$ cat src/rtl/uart_cmd_pkg.sv
// Shared types and constants for the UART command scheduler and its FIFO.
package uart_cmd_pkg;

  localparam int unsigned FUNC_W  = 8;
  localparam int unsigned HS_W    = 81;
  localparam int unsigned LS_W    = 16;
  localparam int unsigned ENTRY_W = FUNC_W + HS_W + LS_W;

  localparam logic [FUNC_W-1:0] FUNC_HS     = 8'h01;
  localparam logic [FUNC_W-1:0] FUNC_LS     = 8'h02;
  localparam logic [FUNC_W-1:0] ACK_TIMEOUT = 8'hEE;
  localparam logic [FUNC_W-1:0] ACK_BADFUNC = 8'hEF;

  typedef enum logic [2:0] {
    ST_IDLE  = 3'd0,
    ST_LOAD  = 3'd1,
    ST_APPLY = 3'd2,
    ST_GAP   = 3'd3,
    ST_ACK   = 3'd4
  } sched_state_t;

  typedef struct packed {
    logic [FUNC_W-1:0] func;
    logic [HS_W-1:0]   hs;
    logic [LS_W-1:0]   ls;
  } cmd_entry_t;

endpackage

$ cat src/rtl/cmd_fifo.sv
// Synchronous command FIFO with registered read data (updated on pop).
module cmd_fifo #(
  parameter int unsigned WIDTH = 105,
  parameter int unsigned DEPTH = 4
) (
  input  logic                    sys_clk,
  input  logic                    sys_rst_n,
  input  logic                    push,
  input  logic                    pop,
  input  logic [WIDTH-1:0]        wr_data,
  output logic [WIDTH-1:0]        rd_data,
  output logic                    full,
  output logic                    empty,
  output logic [$clog2(DEPTH):0]  count
);

  localparam int unsigned AW = $clog2(DEPTH);
  localparam int unsigned CW = AW + 1;
  localparam logic [CW-1:0] FULL_CNT = CW'(DEPTH);

  logic [WIDTH-1:0] mem [DEPTH];
  logic [AW-1:0]    wr_ptr;
  logic [AW-1:0]    rd_ptr;
  logic             wr_en;
  logic             rd_en;

  // Full is judged on the current count, so a same-cycle pop never frees a slot for the push.
  assign full  = (count == FULL_CNT);
  assign empty = (count == '0);
  assign wr_en = push && !full;
  assign rd_en = pop && !empty;

  always_ff @(posedge sys_clk) begin
    if (wr_en) mem[wr_ptr] <= wr_data;
  end

  always_ff @(posedge sys_clk or negedge sys_rst_n) begin
    if (!sys_rst_n) begin
      wr_ptr  <= '0;
      rd_ptr  <= '0;
      count   <= '0;
      rd_data <= '0;
    end else begin
      if (wr_en) wr_ptr <= wr_ptr + AW'(1);
      if (rd_en) begin
        rd_ptr  <= rd_ptr + AW'(1);
        rd_data <= mem[rd_ptr];
      end
      count <= count + CW'(wr_en) - CW'(rd_en);
    end
  end

endmodule

$ cat src/rtl/uart_cmd_scheduler.sv
// Queues decoded UART commands and applies them to the HS/LS targets with timeout, settle gap and status ack.
// Optional statistics counters are built when CMD_STATS_EN is defined.
module uart_cmd_scheduler
  import uart_cmd_pkg::*;
#(
  parameter int unsigned CMD_DEPTH   = 4,
  parameter int unsigned CFG_TIMEOUT = 1000,
  parameter int unsigned APPLY_GAP   = 16
) (
  input  logic              sys_clk,
  input  logic              sys_rst_n,
  input  logic              cmd_valid,
  input  logic [FUNC_W-1:0] cmd_func,
  input  logic [HS_W-1:0]   cmd_hs_data,
  input  logic [LS_W-1:0]   cmd_ls_data,
  output logic              hs_cfg_valid,
  output logic [HS_W-1:0]   hs_cfg_data,
  input  logic              hs_cfg_ready,
  output logic              ls_cfg_valid,
  output logic [LS_W-1:0]   ls_cfg_data,
  input  logic              ls_cfg_ready,
  output logic              ack_valid,
  output logic [7:0]        ack_byte,
  input  logic              ack_ready,
  output logic              cmd_drop,
  output logic              busy
`ifdef CMD_STATS_EN
  ,
  output logic [15:0]       stat_ok,
  output logic [15:0]       stat_err,
  output logic [15:0]       stat_drop
`endif
);

  localparam int unsigned CNT_W = $clog2(CMD_DEPTH) + 1;
  localparam int unsigned GAP_W = $clog2(APPLY_GAP) + 1;
  localparam logic [31:0]      TMO_LAST = 32'(CFG_TIMEOUT - 1);
  localparam logic [GAP_W-1:0] GAP_LAST = GAP_W'(APPLY_GAP - 1);

  sched_state_t      state_q, state_d;
  cmd_entry_t        fifo_wr, fifo_rd;
  logic              fifo_full, fifo_empty, fifo_pop, push_ok;
  logic [CNT_W-1:0]  fifo_cnt, fifo_cnt_d;
  logic [FUNC_W-1:0] func_q, func_d;
  logic [31:0]       wait_cnt_q, wait_cnt_d;
  logic [GAP_W-1:0]  gap_cnt_q, gap_cnt_d;
  logic              hs_valid_d, ls_valid_d, ack_valid_d, drop_d, busy_d;
  logic [HS_W-1:0]   hs_data_d;
  logic [LS_W-1:0]   ls_data_d;
  logic [7:0]        ack_byte_d;
`ifdef CMD_STATS_EN
  logic [15:0]       stat_ok_d, stat_err_d, stat_drop_d;
`endif

  assign fifo_wr = '{func: cmd_func, hs: cmd_hs_data, ls: cmd_ls_data};
  assign push_ok = cmd_valid && !fifo_full;

  cmd_fifo #(
    .WIDTH (ENTRY_W),
    .DEPTH (CMD_DEPTH)
  ) u_fifo (
    .sys_clk   (sys_clk),
    .sys_rst_n (sys_rst_n),
    .push      (cmd_valid),
    .pop       (fifo_pop),
    .wr_data   (fifo_wr),
    .rd_data   (fifo_rd),
    .full      (fifo_full),
    .empty     (fifo_empty),
    .count     (fifo_cnt)
  );

  // Next-state and next-output logic.
  always_comb begin
    state_d     = state_q;
    func_d      = func_q;
    wait_cnt_d  = wait_cnt_q;
    gap_cnt_d   = gap_cnt_q;
    hs_valid_d  = hs_cfg_valid;
    ls_valid_d  = ls_cfg_valid;
    hs_data_d   = hs_cfg_data;
    ls_data_d   = ls_cfg_data;
    ack_valid_d = ack_valid;
    ack_byte_d  = ack_byte;
    fifo_pop    = 1'b0;
    drop_d      = cmd_valid && fifo_full;

    case (state_q)
      ST_IDLE: begin
        if (!fifo_empty) begin
          fifo_pop = 1'b1;
          state_d  = ST_LOAD;
        end
      end
      ST_LOAD: begin
        func_d     = fifo_rd.func;
        hs_data_d  = fifo_rd.hs;
        ls_data_d  = fifo_rd.ls;
        wait_cnt_d = '0;
        if (fifo_rd.func == FUNC_HS) begin
          hs_valid_d = 1'b1;
          state_d    = ST_APPLY;
        end else if (fifo_rd.func == FUNC_LS) begin
          ls_valid_d = 1'b1;
          state_d    = ST_APPLY;
        end else begin
          ack_valid_d = 1'b1;
          ack_byte_d  = ACK_BADFUNC;
          state_d     = ST_ACK;
        end
      end
      ST_APPLY: begin
        if ((hs_cfg_valid && hs_cfg_ready) || (ls_cfg_valid && ls_cfg_ready)) begin
          hs_valid_d = 1'b0;
          ls_valid_d = 1'b0;
          ack_byte_d = func_q;
          gap_cnt_d  = '0;
          state_d    = ST_GAP;
        end else if (wait_cnt_q == TMO_LAST) begin
          hs_valid_d = 1'b0;
          ls_valid_d = 1'b0;
          ack_byte_d = ACK_TIMEOUT;
          gap_cnt_d  = '0;
          state_d    = ST_GAP;
        end else begin
          wait_cnt_d = wait_cnt_q + 32'd1;
        end
      end
      ST_GAP: begin
        if (gap_cnt_q == GAP_LAST) begin
          ack_valid_d = 1'b1;
          state_d     = ST_ACK;
        end else begin
          gap_cnt_d = gap_cnt_q + GAP_W'(1);
        end
      end
      ST_ACK: begin
        if (ack_ready) begin
          ack_valid_d = 1'b0;
          state_d     = ST_IDLE;
        end
      end
      default: state_d = ST_IDLE;
    endcase

    // Busy is registered from next values so it tracks the current state/occupancy exactly.
    fifo_cnt_d = fifo_cnt + CNT_W'(push_ok) - CNT_W'(fifo_pop);
    busy_d     = (state_d != ST_IDLE) || (fifo_cnt_d != '0);

`ifdef CMD_STATS_EN
    stat_ok_d   = stat_ok;
    stat_err_d  = stat_err;
    stat_drop_d = stat_drop;
    if (state_q == ST_ACK && ack_ready) begin
      if (ack_byte == ACK_TIMEOUT || ack_byte == ACK_BADFUNC) begin
        if (stat_err != 16'hFFFF) stat_err_d = stat_err + 16'd1;
      end else if (stat_ok != 16'hFFFF) begin
        stat_ok_d = stat_ok + 16'd1;
      end
    end
    if (cmd_drop && stat_drop != 16'hFFFF) stat_drop_d = stat_drop + 16'd1;
`endif
  end

  // State and output registers.
  always_ff @(posedge sys_clk or negedge sys_rst_n) begin
    if (!sys_rst_n) begin
      state_q      <= ST_IDLE;
      func_q       <= '0;
      wait_cnt_q   <= '0;
      gap_cnt_q    <= '0;
      hs_cfg_valid <= 1'b0;
      ls_cfg_valid <= 1'b0;
      hs_cfg_data  <= '0;
      ls_cfg_data  <= '0;
      ack_valid    <= 1'b0;
      ack_byte     <= '0;
      cmd_drop     <= 1'b0;
      busy         <= 1'b0;
`ifdef CMD_STATS_EN
      stat_ok      <= '0;
      stat_err     <= '0;
      stat_drop    <= '0;
`endif
    end else begin
      state_q      <= state_d;
      func_q       <= func_d;
      wait_cnt_q   <= wait_cnt_d;
      gap_cnt_q    <= gap_cnt_d;
      hs_cfg_valid <= hs_valid_d;
      ls_cfg_valid <= ls_valid_d;
      hs_cfg_data  <= hs_data_d;
      ls_cfg_data  <= ls_data_d;
      ack_valid    <= ack_valid_d;
      ack_byte     <= ack_byte_d;
      cmd_drop     <= drop_d;
      busy         <= busy_d;
`ifdef CMD_STATS_EN
      stat_ok      <= stat_ok_d;
      stat_err     <= stat_err_d;
      stat_drop    <= stat_drop_d;
`endif
    end
  end

endmodule
$ cat config.mk
export PLATFORM = sky130hd
export DESIGN_NAME = uart_cmd_scheduler
export DESIGN_NICKNAME = d
export VERILOG_FILES = /design/src/rtl/uart_cmd_pkg.sv /design/src/rtl/cmd_fifo.sv /design/src/rtl/uart_cmd_scheduler.sv
export SDC_FILE = /design/constraint.sdc
export NUM_CORES = 1
export LEC_CHECK = 0
export CELL_PAD_IN_SITES_DETAIL_PLACEMENT = 1
export CELL_PAD_IN_SITES_GLOBAL_PLACEMENT = 1
export CORE_AREA = 2 2 191 268
export DETAILED_ROUTE_END_ITERATION = 6
export DIE_AREA = 0 0 193 270
export PLACE_DENSITY_LB_ADDON = 0.1
export SKIP_LAST_GASP = 1
export SYNTH_ARGS = -nofsm -noshare
export SYNTH_HDL_FRONTEND = slang
export SYNTH_SLANG_ARGS = --single-unit
$ cat constraint.sdc
create_clock -name sys_clk -period 8.8 [get_ports sys_clk]
set_input_delay 1.32 -clock sys_clk [delete_from_list [all_inputs] [get_ports sys_clk]]
set_output_delay 1.32 -clock sys_clk [all_outputs]
set_load 0.1 [all_outputs]
# Yosys cells after proc, flatten, opt, wreduce, memory -nomap -nowiden
# Memories as Yosys holds them, arrays and structs flattened. A register that Yosys moved wholly into a read port is not among the register bits.
# Index checks and enable logic that the tools add are counted.
[totals] register_bits=165 mem_bits_rw=420 out_inout_bits=110 wordCells=101 n_memories=1
[classes] n_addsub=7 eq_ne=19 n_mux=36 n_reduce_logical=23
[mem_list] name="u_fifo.mem" depth=4 word_bits=105 rd=1 rd_clocked_by_memory_dff=1 write_ports=1 line="cmd_fifo.sv:21" source="logic [WIDTH-1:0] mem [DEPTH];"
[ops] op="two-way mux 32 bit" n=2
[ops] op="one-hot mux 32 bit (2 select lines)" n=1
[ops] op="adder 32 x 1 -> 32 bit (second input constant)" n=1
[ops] op="equality test 32 x 10 -> 1 bit (second input constant)" n=1
[ops] op="two-way mux 8 bit" n=4
[ops] op="two-way mux 3 bit" n=7
[ops] op="!= test 2 bit (second input constant)" n=9
[ops] op="one-hot mux 8 bit (2 select lines)" n=1
[ops] op="two-way mux 5 bit" n=3
[ops] op="one-hot mux 3 bit (5 select lines)" n=1
[ops] op="two-way mux 1 bit" n=13
[ops] op="one-hot mux 5 bit (2 select lines)" n=1
[ops] op="AND reduction 3 bit" n=3
[ops] op="nonzero test 3 bit" n=3
[ops] op="equality test 8 x 1 -> 1 bit (second input constant)" n=1
[ops] op="equality test 8 x 2 -> 1 bit (second input constant)" n=1
[ops] op="AND reduction 4 bit" n=2
[ops] op="equality test 3 x 2 -> 1 bit (second input constant)" n=2
[ops] op="equality test 3 bit (second input constant)" n=2
[ops] op="logical NOT 3 bit" n=2
[ops] op="subtractor 3 x 1 -> 3 bit" n=2
[ops] op="adder 5 x 1 -> 5 bit (second input constant)" n=1
[ops] op="equality test 5 x 4 -> 1 bit (second input constant)" n=1
[ops] op="logical AND 1 bit" n=5
[ops] op="10 further kinds" n=16

# Depth between registers and ports, before layout
[depth] word_depth=7 depth_mapped=9

# By module
# A second synthesis with hierarchy kept.
[unflattened] hier_cells=1767 area_unflattened_um2=26208.9
[by_module_without_submodules] module="cmd_fifo" n_inst=1 cells_per_inst=1027 area_per_inst_um2=19478.7 seq_area_each_um2=15414.8
[by_module_without_submodules] module="uart_cmd_scheduler" n_inst=1 cells_per_inst=740 area_per_inst_um2=6730.2 seq_area_each_um2=3953.8

# Worst setup path before layout
# No wires, ideal clock.
[synth_timing] kind="in2reg" start="in cmd_valid" end="mem u_fifo.mem[0][0], enable pin" setup_ps=476 t_arrival_ps=4179 slack_ps=4146 stages=2 path_cell_list="a21boi_1 -> and2_1"
[synth_via] elab_chain_cells=3
[synth_rtl] element="start, declared" line="uart_cmd_scheduler.sv:12" source="input logic cmd_valid,"
[synth_rtl] element="logical AND 1 bit" line="cmd_fifo.sv:30" source="assign wr_en = push && !full;"
[synth_rtl] element="two-way mux 1 bit" line="cmd_fifo.sv:34" source="if (wr_en) mem[wr_ptr] <= wr_data;"
[synth_rtl] element="two-way mux 1 bit (not written as such)" line="cmd_fifo.sv:34"
[synth_rtl] element="end, declared" line="cmd_fifo.sv:21"
# Every way passes these cells.

# Worst setup path after layout
[layout_timing] start="in cmd_valid" end="mem u_fifo.mem[3][36], enable pin"
[layout_via] elab_chain_cells=3
[layout_rtl] element="logical AND 1 bit"
[layout_rtl] element="named net push_ok" line="uart_cmd_scheduler.sv:42" source="logic fifo_full, fifo_empty, fifo_pop, push_ok;"
[layout_rtl] element="two-way mux 1 bit" line="cmd_fifo.sv:34"
[layout_rtl] element="two-way mux 1 bit (not written as such)" line="cmd_fifo.sv:34"
# The timed path passes the listed nets, and every way through them passes these cells.

==> impl_results.rst <==
.. list-table::
   :header-rows: 1

   * - Metric
     - Value
   * - Critical hold path startpoint
     - u_fifo.rd_data[20]
   * - Number of placement rows
     - 97
   * - Number of placed I/O pins
     - 221
   * - Fraction of the core area covered by cells at the end of the flow
     - 0.626
   * - Share of the cycle needed by the critical path after routing
     - 0.444
   * - Most common cell after layout, fill and taps aside
     - edfxtp_1
   * - Post-cts resize count
     - 0
   * - Async set-reset flop share out of synthesis
     - 0.391
   * - H-tree Lvls
     - 3
   * - Launching element type of the critical path
     - primary input
   * - Largest net degree at the start of global routing
     - 83
   * - CORE AREA
     - 0.0498 mm²
   * - Peak fanout along the critical path
     - 61
   * - Number of clock sinks
     - 690
   * - Slew headroom
     - 0.236
   * - Post-synthesis sequential element count
     - 690
   * - Root Buffer
     - clkbuf_16
   * - Sequential cell area fraction in the yosys report
     - 0.745
   * - Syn Area/Cell
     - 17.0 µm²
   * - Number of design-rule violations left by the first detailed-router iteration
     - 702
   * - Power density relative to cell area
     - 407 mW/mm²
   * - Internal portion of total power
     - 7.81 mW
   * - Final WL
     - 58.1 mm
   * - Clock tree from TritonCTS
     - yes
   * - Worst-Skew Late Latency
     - 590 ps
   * - Port Buf Inserts
     - 220
   * - Worst setup path class
     - primary input to flop
   * - Setup TNS
     - 0 ps
   * - Critical Path End Type
     - flop
   * - Critical R2R Launch
     - u_fifo.rd_ptr[0]
   * - DIE WIDTH
     - 193 µm
   * - Final net count
     - 1884
   * - Nets in the synthesized netlist
     - 1650
   * - Combinational cell fraction of total power
     - 0.373
   * - Minimum clock period after layout
     - 3910 ps
   * - Switching portion of total power
     - 0.385
   * - Yosys cell types
     - 58
   * - Status
     - completed
   * - Count of TritonRoute iterations in the first routing pass
     - 4
   * - Antenna violations before repair
     - 11
   * - Number of enable flip-flop cells after synthesis
     - 420
   * - Leakage power total
     - 11.7 nW
   * - Initial standard-cell utilization of the core
     - 0.522
   * - Number of global-route vias before repair
     - 15800
   * - Number of max-cap violations
     - 0
   * - Most frequently used flop master after synthesis
     - edfxtp_1
   * - Worst Hold Endpoint
     - hs_cfg_data[4]
   * - Yosys warning total
     - 0
   * - Number of buffers on the longest clock path
     - 3
   * - Reg2Reg Depth
     - 4
   * - R2r endpoint
     - u_fifo.rd_data[50]
   * - Seq pwr share
     - 0.390
   * - Data required time at the worst endpoint
     - 9000 ps
   * - Endpoints failing hold
     - 0
   * - Pre-CTS setup slack
     - 4260 ps
   * - Via count
     - 13800
   * - Antenna Violating Nets Remaining
     - 0
   * - Final count of negative-setup-slack endpoints
     - 0
   * - Worst setup skew after layout
     - 15.0 ps
   * - Area of the mapped netlist
     - 0.0260 mm²
   * - Clock transition at the register clock pins on the worst setup and hold paths after CTS
     - 60 ps
   * - Floorplan die height
     - 270 µm
   * - Layout fillers
     - 4423
   * - Commonest cells after routing, fill and taps aside
     - 420 x edfxtp_1, 348 x nand2_1, 268 x dfrtp_1, 219 x clkdlybuf4s50_1, 105 x mux4_2
   * - Setup WS post-layout
     - 4890 ps
   * - VDD IR-drop max
     - 280 µV
   * - Clk pwr share
     - 0.237
   * - Final estimated routing congestion in global placement
     - 0.744
   * - Inserted Clock Buffers
     - 66
   * - Post-CTS Hold Fix Bufs
     - 0
   * - Maximum achievable frequency
     - 256 MHz
   * - Worst hold slack
     - 466 ps
   * - RSZ-0062 raised after global routing
     - no
   * - Arrival @ worst endpoint
     - 4110 ps
   * - Number of buffers added for setup after CTS
     - 0
   * - Cells after synthesis
     - 1527
   * - Detailed-route DRC error count
     - 0
   * - Hold Path Class
     - flop to flop
   * - Total grt overflow
     - 0
   * - Number of instances on the worst hold path
     - 2
   * - Footprint of the multi-input gates
     - 0.00630 mm²
   * - Half-perimeter wire length of the detailed placement result
     - 34.3 mm
   * - Global-route wire length before repair
     - 91.8 mm
   * - Global router's overall resource usage
     - 0.233
   * - Fraction of layout cells with a size suffix above 1
     - 0.194
   * - Synth-to-Final Area Change
     - 19.9%
   * - Routed via count divided by cell count
     - 5.60
   * - WL per Instance
     - 23.6 µm
   * - Pins over their slew limit
     - 0
   * - Psw
     - 4.88 mW
   * - Worst reg-to-reg setup slack
     - 5370 ps
   * - Die area
     - 0.0521 mm²
   * - Transition at the pin with the smallest max-transition slack
     - 1130 ps
   * - Flip-flop and latch area
     - 0.0194 mm²
[Yosys cell counts, drive strengths merged (3+ instances only)]
library cell,number,share of area
edfxtp,420,0.49
clkbuf,50,0.0073
mux4,105,0.091
nor4,10,0.0037
a31oi,3,0.00096
o41ai,3,0.0010
xnor2,5,0.0017
dfrtp,270,0.26
ha,12,0.0058
or3,12,0.0029
nor2,22,0.0034
inv,11,0.0016
nand2,348,0.050
o211ai,3,0.0011
nand3,15,0.0029
and3,7,0.0017
buf,19,0.0043
o21ai,21,0.0045
o32a,6,0.0023
o311ai,3,0.0010
mux2,103,0.045
xor2,12,0.0040
or4,3,0.00087
mux2i,8,0.0031
o21a,4,0.0014
and2,6,0.0014
nor3,3,0.00058
a21oi,10,0.0021
nand4,13,0.0031
[final cells by class]
cell class / instances / share of cell area
antenna: 8 / 0.000642
clock buffer: 80 / 0.0570
clock inverter: 42 / 0.0170
inverter: 11 / 0.00132
multi-input combinational: 757 / 0.202
sequential: 690 / 0.622
tap: 643 / 0.0258
timing repair buffer: 235 / 0.0744
[critical path, stage by stage]
cell             delay (ps)
clkdlybuf4s50_1         470
a21boi_1                630
and2_4                  730
buf_4                   860
[per-stage QoR]
step	cell area, µm²	power [mW]	std cells
finish	31200	12.7	2466
global route	31200	13.3	2466
CTS	31100	12.8	2458
detailed placement	28800	9.78	2336
global placement	28800	9.62	2336
floorplan	26000	8.46	1527
[power groups by stage]
stage | Sequential, mW | Combinational (mW) | Clock [mW]
floorplan | 6.38 | 2.08 | 0
global placement | 4.95 | 4.67 | 0
detailed placement | 5.01 | 4.77 | 0
CTS | 4.96 | 4.81 | 3.07
global route | 5.06 | 5.05 | 3.19
finish | 4.95 | 4.73 | 3.01
[state kept, by name (all words and copies together) (netlist names)]
name / count
ack_byte: 8
ack_valid: 1
busy: 1
cmd_drop: 1
func_q: 8
gap_cnt_q: 5
hs_cfg_data: 81
hs_cfg_valid: 1
ls_cfg_data: 16
ls_cfg_valid: 1
state_q: 3
u_fifo.count: 3
u_fifo.mem: 420
u_fifo.rd_data: 105
u_fifo.rd_ptr: 2
u_fifo.wr_ptr: 2
wait_cnt_q: 32
[cells by family (layout without fill, tap and decap cells)]
family	after synthesis	count (layout)	share of synthesized area
AO/OA/AOI/OAI	60	60	0.0166
XOR/XNOR	17	17	0.00573
adder cells (fa/ha/maj)	12	12	0.00578
buffers and inverters	80	368	0.0131
flip-flops	690	690	0.745
multiplexers	216	216	0.139
other	0	8	0
AND/OR/NAND/NOR	452	452	0.0749
[routing by layer]
metal	vias to the layer above	part of all wire	track usage
met5	-	0.00069	0
met3	82	0.040	0.0395
met2	273	0.53	0.406
li1	6141	-	-
met1	7296	0.41	0.295
met4	6	0.023	0.0807
[how the worst max path moves through the flow]
stage,start,to,slack (ps),cells after the start
3_5_place_dp,cmd_valid,u_fifo.mem[3][27],4260,4
2_1_floorplan,cmd_valid,u_fifo.mem[0][0],4150,2
4_1_cts,cmd_valid,u_fifo.mem[3][21],4860,4
5_1_grt,cmd_valid,u_fifo.mem[2][24],4690,4
3_3_place_gp,cmd_valid,u_fifo.mem[2][28],4320,4
6_report,cmd_valid,u_fifo.mem[3][36],4890,4
(Power assumes the default switching activity.)
